--- src/rtl/quad_count_decoder.sv ---
// Quadrature (A/B Gray-code) decoder producing a wrapping up/down position count,
// with input synchronizers, a reset-time phase baseline and a sticky illegal-transition flag.
module quad_count_decoder #(
    parameter int CNT_WIDTH   = 3,
    parameter int SYNC_STAGES = 2
) (
    input  logic                 clk,
    input  logic                 reset,
    input  logic                 enc_a,
    input  logic                 enc_b,
    input  logic                 clear,
    output logic [CNT_WIDTH-1:0] counter,
    output logic                 count_up_down,
    output logic                 step,
    output logic                 error
);

    localparam logic [0:0] INIT = 1'b0;
    localparam logic [0:0] RUN  = 1'b1;
    localparam int INIT_W = $clog2(SYNC_STAGES + 1);
    localparam logic [INIT_W-1:0] INIT_LAST = INIT_W'(SYNC_STAGES - 1);

    logic [SYNC_STAGES-1:0] a_sync;
    logic [SYNC_STAGES-1:0] b_sync;
    logic [0:0]             state;
    logic [INIT_W-1:0]      init_cnt;
    logic [1:0]             ph;
    logic [1:0]             ph_next;
    logic [1:0]             ph_prev;
    logic [1:0]             pos;
    logic [1:0]             pos_prev;
    logic [1:0]             delta;

    always_ff @(posedge clk or posedge reset) begin
        if (reset) begin
            a_sync <= '0;
            b_sync <= '0;
        end else begin
            a_sync <= {a_sync[SYNC_STAGES-2:0], enc_a};
            b_sync <= {b_sync[SYNC_STAGES-2:0], enc_b};
        end
    end

    // ph_next is the value the last stage takes at this edge, so the baseline
    // loaded at the end of INIT is already a real input sample.
    assign ph      = {a_sync[SYNC_STAGES-1], b_sync[SYNC_STAGES-1]};
    assign ph_next = {a_sync[SYNC_STAGES-2], b_sync[SYNC_STAGES-2]};

    // Gray-to-binary position: the modulo-4 difference gives 1 = up, 3 = down, 2 = illegal.
    assign pos      = {ph[1], ph[1] ^ ph[0]};
    assign pos_prev = {ph_prev[1], ph_prev[1] ^ ph_prev[0]};
    assign delta    = pos - pos_prev;

    always_ff @(posedge clk or posedge reset) begin
        if (reset) begin
            state         <= INIT;
            init_cnt      <= '0;
            ph_prev       <= '0;
            counter       <= '0;
            count_up_down <= 1'b1;
            step          <= 1'b0;
            error         <= 1'b0;
        end else begin
            step <= 1'b0;
            case (state)
                INIT: begin
                    if (clear) begin
                        counter <= '0;
                        error   <= 1'b0;
                    end
                    if (init_cnt == INIT_LAST) begin
                        ph_prev <= ph_next;
                        state   <= RUN;
                    end else begin
                        init_cnt <= init_cnt + INIT_W'(1);
                    end
                end
                RUN: begin
                    ph_prev <= ph;
                    if (clear) begin
                        counter <= '0;
                        error   <= 1'b0;
                    end else begin
                        case (delta)
                            2'd1: begin
                                counter       <= counter + CNT_WIDTH'(1);
                                count_up_down <= 1'b1;
                                step          <= 1'b1;
                            end
                            2'd3: begin
                                counter       <= counter - CNT_WIDTH'(1);
                                count_up_down <= 1'b0;
                                step          <= 1'b1;
                            end
                            2'd2: error <= 1'b1;
                            default: ;
                        endcase
                    end
                end
                default: state <= INIT;
            endcase
        end
    end

endmodule

--- config.mk ---
export PLATFORM = sky130hd
export DESIGN_NAME = quad_count_decoder
export DESIGN_NICKNAME = d
export VERILOG_FILES = /design/src/rtl/quad_count_decoder.sv
export SDC_FILE = /design/constraint.sdc
export NUM_CORES = 1
export LEC_CHECK = 0
export BUFFER_PORTS_ARGS = -buffer_cell sky130_fd_sc_hd__buf_2
export CAP_MARGIN = 25
export CORE_MARGIN = 2
export CORE_UTILIZATION = 40
export DETAILED_ROUTE_END_ITERATION = 12
export GPL_TIMING_DRIVEN = 0
export PLACE_DENSITY = 0.6
export SLEW_MARGIN = 15
export SYNTH_ARGS = -nofsm -noshare
export SYNTH_HDL_FRONTEND = slang
export SYNTH_SLANG_ARGS = --single-unit
export TNS_END_PERCENT = 20
--- constraint.sdc ---
create_clock -name clk -period 2.8 [get_ports clk]
set_clock_uncertainty 0.1 [all_clocks]
set_input_delay 0.14 -clock clk [delete_from_list [all_inputs] [get_ports clk]]
set_output_delay 0.14 -clock clk [all_outputs]
set_load 0.05 [all_outputs]
==> Word level (Yosys, flattened, before mapping) <==
Index checks and enable logic that the tools add are counted.
{ "word_totals": {"elab_cells": 48, "mem_bits_ro": 0, "in_bits": 5, "register_bits": 15, "latch_bits": 0, "n_memories": 0, "ramBits": 0} }
{ "classes": {"bitwise": 5, "n_mul": 0, "mux": 16, "div": 0, "shift": 0, "add_sub_neg": 4, "n_lt_le_gt_ge": 0, "reduce_logical": 6, "eq_ne": 8} }
{ "ops": {"columns": ["operator", "n"], "rows": [
  ["case mux 3 bit (2 select lines)", 2],
  ["two-way mux 1 bit", 8],
  ["two-way mux 3 bit", 2],
  ["AND reduction 2 bit", 3],
  ["equality test 2 x 1 -> 1 bit, second input constant", 2],
  ["equality test 2 bit, second input constant", 2],
  ["inequality test 2 bit, second input constant", 2],
  ["inequality test 4 x 2 -> 1 bit, second input constant", 1],
  ["case mux 1 bit (2 select lines)", 2],
  ["case mux 2 bit (2 select lines)", 1],
  ["adder 3 x 1 -> 3 bit, second input constant", 1],
  ["inequality test 3 x 2 -> 1 bit, second input constant", 1],
  ["NOT 1 bit", 3],
  ["AND reduction 3 bit", 1],
  ["subtractor 3 x 1 -> 3 bit, second input constant", 1],
  ["adder 2 x 1 -> 2 bit, second input constant", 1],
  ["two-way mux 2 bit", 1],
  ["nonzero test 2 bit", 1],
  ["OR reduction 2 bit", 1],
  ["subtractor 2 bit", 1],
  ["bitwise XOR 1 bit", 2]
]} }

==> Longest topological paths before layout <==
Gate-level depths: netlist of the first run.
{ "depth": {"ltp_word": 7, "mapped_depth": 9, "depth_no_buf": 9} }

==> Worst setup path before layout of the first run <==
Ideal clock, no wire load.
{ "synth_timing": {"kind": "register -> register", "startpoint": "register ph_prev[1]", "endpoint": "register counter[2]", "setup_ns": 0.128, "setup_slack_ns": 0.310, "arrival_ns": 2.262, "n_path_buf": 0, "synth_period_minus_slack_ns": 2.490, "path_stages_with_launch": 10, "cell_sequence": "dfrtp_1 xor2_1 ha_1 xor3_2 nand2b_1 xnor2_1 ha_1 or4b_1 mux2i_1 mux2_1"} }
{ "synth_between": {"elab_chain_cells": 6, "word_cells_on_any_way": 9} }
{ "synth_rtl": {"columns": ["item", "line_no", "source"], "rows": [
  ["start: declaration", "29", "logic [1:0] ph_prev;"],
  ["start signal: assignment", "72", "ph_prev <= ph_next;"],
  ["start signal: assignment", "79", "ph_prev <= ph;"],
  ["bitwise XOR 1 bit", "51", "assign pos_prev = {ph_prev[1], ph_prev[1] ^ ph_prev[0]};"],
  ["subtractor 2 bit *", "52", "assign delta = pos - pos_prev;"],
  ["equality test 2 bit / equality test 2 x 1 -> 1 bit (equally long branches)", "84", "case (delta)"],
  ["case mux 3 bit (2 select lines)", "84", null],
  ["two-way mux 3 bit", "80", "if (clear) begin"],
  ["case mux 3 bit (2 select lines)", "65", "case (state)"],
  ["end signal: assignment", "86", "counter <= counter + CNT_WIDTH'(1);"],
  ["end signal: assignment", "91", "counter <= counter - CNT_WIDTH'(1);"],
  ["end: declaration", "12", "output logic [CNT_WIDTH-1:0] counter,"]
]} }
Every way passes the cells marked *; elsewhere a longest branch is shown, timed or not.
A chain may end at the register's enable or synchronous reset.

==> Worst setup path in the final report of the first run <==
{ "layout_timing": {"startpoint": "register a_sync[1]", "endpoint": "register counter[2]"} }
{ "layout_between": {"elab_chain_cells": 6, "word_cells_on_any_way": 9} }
{ "layout_rtl": {"columns": ["item", "line_no", "source"], "rows": [
  ["start: declaration", "23", "logic [SYNC_STAGES-1:0] a_sync;"],
  ["start signal: assignment", "39", "a_sync <= {a_sync[SYNC_STAGES-2:0], enc_a};"],
  ["bitwise XOR 1 bit", "50", "assign pos = {ph[1], ph[1] ^ ph[0]};"],
  ["subtractor 2 bit *", "52", null],
  ["equality test 2 bit / equality test 2 x 1 -> 1 bit (equally long branches)", "84", null],
  ["case mux 3 bit (2 select lines)", "84", null],
  ["two-way mux 3 bit", "80", null],
  ["case mux 3 bit (2 select lines)", "65", null]
]} }
Marked as above.

==> results of run 1 <==
metrics by stage:
| step | worst slack (ns) | utilization, % | power [mW] |
|---|---|---|---|
| floorplan | 0.310 | - | 0.431 |
| global placement | 0.172 | 47.7 | 0.472 |
| detailed placement | 0.130 | 47.7 | 0.477 |
| CTS | 0.0942 | 52.1 | 0.603 |
| global route | 0.00345 | 53.1 | 0.634 |
| finish | 0.139 | 53.1 | 0.598 |
routing by layer:
metal	up-vias	wire (µm)	GRT usage [%]
li1	213	-	-
met1	206	518	18.2
met2	5	540	20.3
met4	0	18	10.9
met3	2	26	3.67
met5	-	0	0
kinds of logic (layout without fill, tap and decap cells):
family / after synthesis / in the layout / synth area share (%)
buffers and inverters: 4 / 24 / 2.86
DFF: 15 / 15 / 57.3
and+or+nand+nor: 15 / 15 / 11.8
xor gates and xnor gates: 6 / 6 / 10.5
muxes: 5 / 5 / 7.81
AOI/OAI and AO/OA: 5 / 5 / 4.00
adders and majority gates: 3 / 3 / 5.71
layout make-up:
class / instances / area, µm²
fill: 153 / 714
sequential: 15 / 377
multi-input combinational: 34 / 262
timing repair buffer: 16 / 105
clock buffer: 3 / 22.5
tap: 16 / 20.0
inverter: 3 / 11.3
buffer: 1 / 7.51
clock inverter: 1 / 5.00
state kept, by name, indices dropped and copies added, names as in the netlist, 2 cells and up:
signal and count:
a_sync 2, b_sync 2, counter 3, ph_prev 2, init_cnt 2
placed cells by master, fill, tap and decap left out, types with 3 or more instances in the layout:
master / netlist / layout
dfrtp_1: 14 / 14
buf_2: 0 / 10
clkbuf_4: 0 / 3
ha_1: 3 / 3
xnor2_1: 3 / 3
mux2i_1: 4 / 4
dlygate4sd3_1: 0 / 4
inv_1: 3 / 3
nor2_1: 7 / 7
buf_4: 1 / 3
Yosys cell counts, drive strengths merged:
| library cell | count | share of area [%] |
|---|---|---|
| xnor2 | 3 | 4.0 |
| nand3b | 1 | 1.1 |
| ha | 3 | 5.7 |
| nor2 | 7 | 4.0 |
| o21ai | 2 | 1.5 |
| xor3 | 1 | 3.8 |
| dfstp | 1 | 4.0 |
| nand2 | 2 | 1.1 |
| or4b | 1 | 1.5 |
| dfrtp | 14 | 53 |
| nor2b | 2 | 1.9 |
| mux2i | 4 | 6.1 |
| buf | 1 | 1.1 |
| a31oi | 1 | 0.95 |
| nor3b | 1 | 1.1 |
| mux2 | 1 | 1.7 |
| inv | 3 | 1.7 |
| a21oi | 2 | 1.5 |
| nand2b | 1 | 0.95 |
| xor2 | 2 | 2.7 |
power groups by stage:
| stage | logic (mW) | registers (mW) | clock network, mW |
|---|---|---|---|
| global placement | 0.201 | 0.270 | 0 |
| global route | 0.226 | 0.272 | 0.136 |
| CTS | 0.210 | 0.267 | 0.126 |
| floorplan | 0.0794 | 0.351 | 0 |
| detailed placement | 0.206 | 0.271 | 0 |
| finish | 0.210 | 0.266 | 0.122 |
path summary, 6_finish.rpt:
path | startpoint | cells past startpoint | to | slack, ns
max | a_sync[1] | 9 | counter[2] | 0.14
min | a_sync[0] | 0 | a_sync[1] | 0.28
max reg2reg | a_sync[1] | 9 | counter[2] | 0.14
min reg2reg | a_sync[0] | 0 | a_sync[1] | 0.28
max in group asynchronous | reset | 3 | count_up_down | 1.88
min in group asynchronous | reset | 3 | state | 0.35
worst register-to-register path, stage by stage, from the launching register on:
cell      delay, ns
dfrtp_1        0.42
xnor2_1        0.17
ha_1           0.17
xor3_2         0.31
nand2b_1       0.11
xnor2_1        0.07
ha_1           0.19
or4b_1         0.46
mux2i_1        0.20
mux2_1         0.35
timing repair:
item | CTS | global route
gates resized for setup | 0 | 0
hold endpoints to repair | 19 | 0
buffers inserted | 0 | 2
hold buffers | 4 | 0
endpoints found under the setup margin | 0 | 1
==> results.py, run 1 <==
metrics = {
    "power": {
        "clock_power_share_pct": 20.3,
        "power_switching_uw": 225,
        "pwr-share-seq_pct": 44.5,
        "ir_worst_vdd_mv": 0.443,
        "sw_frac_of_total_pct": 37.7,
        "combPwrFrac_pct": 35.1,
        "p_int_uw": 372,
        "p_leak_nw": 0.406,
        "power_density_mw_per_mm2": 738,
    },
    "yosys": {
        "ys_warn_count": 0,
        "synthCells": 53,
        "seq_area_frac_synth_pct": 57.3,
        "syn_area_um2": 657,
        "avgSynthCellArea_um2": 12.4,
        "synth.distinct_cells": 20,
        "synth_fp_nets": 61,
        "ys_seq_elements": 15,
    },
    "setup_path": {
        "crit_buf_inv": 0,
        "required_ns": 2.86,
        "crit_type": "flip-flop to flip-flop",
        "critPathSlowestCell": "or4b_1",
        "slowest_delay_ns": 0.46,
        "crit_fanout": 4,
        "critPathTopFamily": "simple AND/OR/NAND/NOR gates",
        "end_kind": "flip-flop",
        "path_cells": "xnor2_1 -> ha_1 -> xor3_2 -> nand2b_1 -> xnor2_1 -> ha_1 -> or4b_1 -> mux2i_1 -> mux2_1",
        "worst-endpoint-arrival_ns": 2.73,
        "start_kind": "flip-flop",
    },
    "layout": {
        "diodes": 0,
        "finalNonFillerCells": 89,
        "drive_gt1_share_pct": 26.0,
        "finish.net_count": 82,
        "area_growth_pct": 23.2,
        "stdcell_area_um2": 810,
    },
    "clocking": {
        "cts_made_buffers": 3,
        "cts_max_level": 1,
        "cts.sinks": 15,
        "clkLatencyLatePin_ns": 0.28,
        "path_clk_slew_ns": 0.09,
        "clockRootBuffer": "clkbuf_4",
        "cts_tree": "built",
        "cts_max_path_buffers": 2,
    },
    "floorplanning": {
        "dieArea_mm2": 0.00198,
        "initial_core_util_pct": 43.1,
        "ios": 11,
        "core_mm2": 0.00152,
        "die_h_um": 44.5,
        "fp.dieW_um": 44.5,
        "std_cell_rows": 14,
    },
    "placement": {
        "place_inst": 79,
        "io_buffers": 10,
        "place_area_um2": 727,
        "dp_hpwl_um": 760,
        "gp_congestion": 0.654,
    },
    "global_route": {
        "grt_antenna_before_repair": 0,
        "grt_pass1_wl_um": 1900,
        "grt_max_degree": 16,
        "grt_use_total_pct": 14.2,
        "grt_overflow": 0,
        "grt_pass1_vias": 439,
    },
    "worst_hold_path": {
        "hold_path.class": "flip-flop to flip-flop",
    },
    "timing": {
        "period_minus_slack_ns": 2.66,
        "finalSetupTns_ns": 0,
        "worst_hold_slack_ns": 0.284,
        "max_freq_ghz": 0.376,
        "worst_pin_slew_ns": 0.553,
        "slew_headroom_pct": 63.1,
        "rsz0062_at_grt": "false",
        "finalHoldViolations": 0,
        "slew_violations": 0,
        "fin_crit_sh_pct": 95.0,
        "finalSetupViolCount": 0,
    },
    "flow_run": {
        "maxCapViolCount": 0,
    },
    "detailed_routing": {
        "routed_wirelength_um": 1100,
        "first_iter_violations": 1,
        "drt.antenna.violating_nets": 0,
        "drc": 0,
        "vias": 426,
        "routedWlPerCell_um": 12.4,
        "first_pass_iters": 4,
        "viasPerCell": 4.79,
    },
    "run_status": {
        "status": "finished, final reports clean",
    },
}
Note: power is estimated with default switching activity, not from simulation.
==> inputs of run 2 (changes only) <==
Settings changed: CORE_MARGIN 2 to default.
==> run 2 against run 1 <==
Flip-flop and latch count unchanged. Largest cell class unchanged. Global-route usage down 0.95 points. Power down 1.4%. Register-to-register slack about the same. Final cell count down 2.2%. Fmax up 0.39%. Utilization down 1.1 points. First-iteration DRC count up 100%. Hold slack worse by 0.0030 ns.
==> results.py, run 2 (synthesis gave the netlist of run 1 again) <==
metrics = {
    "setup_path": {
        "critPathSlowestCell": "or4b_1",
        "end_kind": "flip-flop",
        "required_ns": 2.86,
        "path_cells": "xor2_1 -> ha_1 -> xor3_2 -> nand2b_1 -> xnor2_1 -> ha_1 -> or4b_1 -> mux2i_1 -> mux2_1",
        "r2r_cells": 9,
        "crit_top_cell": "ha_1",
        "crit_fanout": 4,
        "crit_type": "flip-flop to flip-flop",
        "r2r-end": "counter[2]",
        "r2r-start": "ph_prev[1]",
        "rrSetupSlack_ns": 0.15,
        "worst-endpoint-arrival_ns": 2.71,
        "endpoint": "counter[2]",
        "cp-startpoint": "ph_prev[1]",
        "slowest_delay_ns": 0.46,
        "start_kind": "flip-flop",
    },
    "global_route": {
        "grt_antenna_before_repair": 0,
        "grt_overflow": 0,
        "grt_pass1_vias": 422,
        "grt_pass1_wl_um": 1770,
        "grt_max_degree": 16,
        "grt_use_total_pct": 13.2,
    },
    "clocking": {
        "cts_max_path_buffers": 2,
        "post_cts_buffers": 0,
        "clockRootBuffer": "clkbuf_4",
        "cts_tree": "built",
        "path_clk_slew_ns": 0.08,
        "clkLatencyLatePin_ns": 0.27,
        "cts_max_level": 1,
        "cts.sinks": 15,
        "cts_made_buffers": 3,
    },
    "floorplanning": {
        "dieArea_mm2": 0.00181,
        "initial_core_util_pct": 43.1,
        "ios": 11,
        "std_cell_rows": 14,
        "core_mm2": 0.00152,
        "die_h_um": 42.5,
        "fp.dieW_um": 42.5,
    },
    "timing": {
        "period_minus_slack_ns": 2.65,
        "worst_slack_ns": 0.150,
        "slew_violations": 0,
        "finalSetupViolCount": 0,
        "worst_pin_slew_ns": 0.555,
        "slew_headroom_pct": 63.0,
        "finalHoldViolations": 0,
        "finalSetupTns_ns": 0,
        "rsz0062_at_grt": "false",
        "fin_crit_sh_pct": 94.7,
        "max_freq_ghz": 0.377,
    },
    "placement": {
        "dp_hpwl_um": 712,
        "place_ws_ns": 0.147,
        "gp_congestion": 0.665,
        "io_buffers": 10,
        "place_inst": 79,
    },
    "layout": {
        "diodes": 0,
        "area_growth_pct": 20.8,
        "layout_commonest_cell": "dfrtp_1",
        "largest_register_ffs": 3,
        "drive_gt1_share_pct": 22.5,
        "finalNonFillerCells": 87,
        "largest-register": "counter",
        "regArea_um2": 377,
        "finish.net_count": 80,
        "final_cell_mix": "dfrtp_1, buf_2, nor2_1, mux2i_1, dlygate4sd3_1",
        "multi_input_comb_area_um2": 262,
        "fill_cells": 138,
    },
    "detailed_routing": {
        "drt.antenna.violating_nets": 0,
        "drc": 0,
        "first_iter_violations": 2,
        "routed_wirelength_um": 969,
        "vias": 395,
        "routedWlPerCell_um": 11.1,
        "viasPerCell": 4.54,
        "first_pass_iters": 2,
    },
    "run_status": {
        "status": "finished, final reports clean",
    },
    "flow_run": {
        "maxCapViolCount": 0,
    },
    "power": {
        "power_density_mw_per_mm2": 743,
        "p_leak_nw": 0.394,
        "ir_worst_vdd_mv": 0.394,
    },
    "worst_hold_path": {
        "hp-start": "b_sync[0]",
        "hold_path.class": "flip-flop to flip-flop",
    },
}
[run 2: area by class of cell]
type / count / share of cell area [%]
clock buffers: 4 / 3.31
repair buffers: 14 / 11.4
inverters: 3 / 1.42
well taps: 16 / 2.52
flip-flops and latches: 15 / 47.5
plain buffers: 1 / 0.946
multi-input cells: 34 / 33.0
[run 2: what timing repair did]
| item | 4_1_cts | 5_1_grt |
|---|---|---|
| endpoints found under the hold margin | 19 | 0 |
| gates resized for setup | 0 | 0 |
| hold buffers | 4 | 0 |
[run 2: worst min-delay path by stage]
stage	end	cells past startpoint
floorplan	a_sync[0]	1
global placement	init_cnt[1]	2
detailed placement	a_sync[0]	2
CTS	b_sync[1]	0
global route	b_sync[1]	0
finish	b_sync[1]	0
[run 2: worst max-delay path: cells and delay by family (launching register included)]
kind | cells | cell delay, ns
XOR/XNOR | 3 | 0.54
adder cells (fa/ha/maj) | 2 | 0.39
multiplexers | 2 | 0.54
flip-flops | 1 | 0.43
AND/OR/NAND/NOR | 2 | 0.54
[run 2: power breakdown]
part           internal [mW]  switching (mW)
Sequential             0.247          0.0191
Clock                 0.0551          0.0615
Combinational         0.0706           0.136
[run 2: through the flow]
stage	utilization [%]	power, mW	instance area (µm²)	hold slack [ns]
global placement	47.7	0.471	727	0.114
global route	52.1	0.627	793	0.314
detailed placement	47.7	0.476	727	0.122
finish	52.1	0.589	793	0.281
CTS	52.1	0.598	793	0.287
floorplan	-	0.431	657	-0.0592
[run 2: routing by layer]
| layer | wire [µm] | share of wire (%) | global-route usage [%] |
|---|---|---|---|
| met1 | 536 | 55 | 18.0 |
| met3 | 28 | 2.9 | 1.72 |
| met4 | 15 | 1.5 | 9.38 |
| met5 | 0 | 0 | 0 |
| met2 | 389 | 40 | 19.4 |
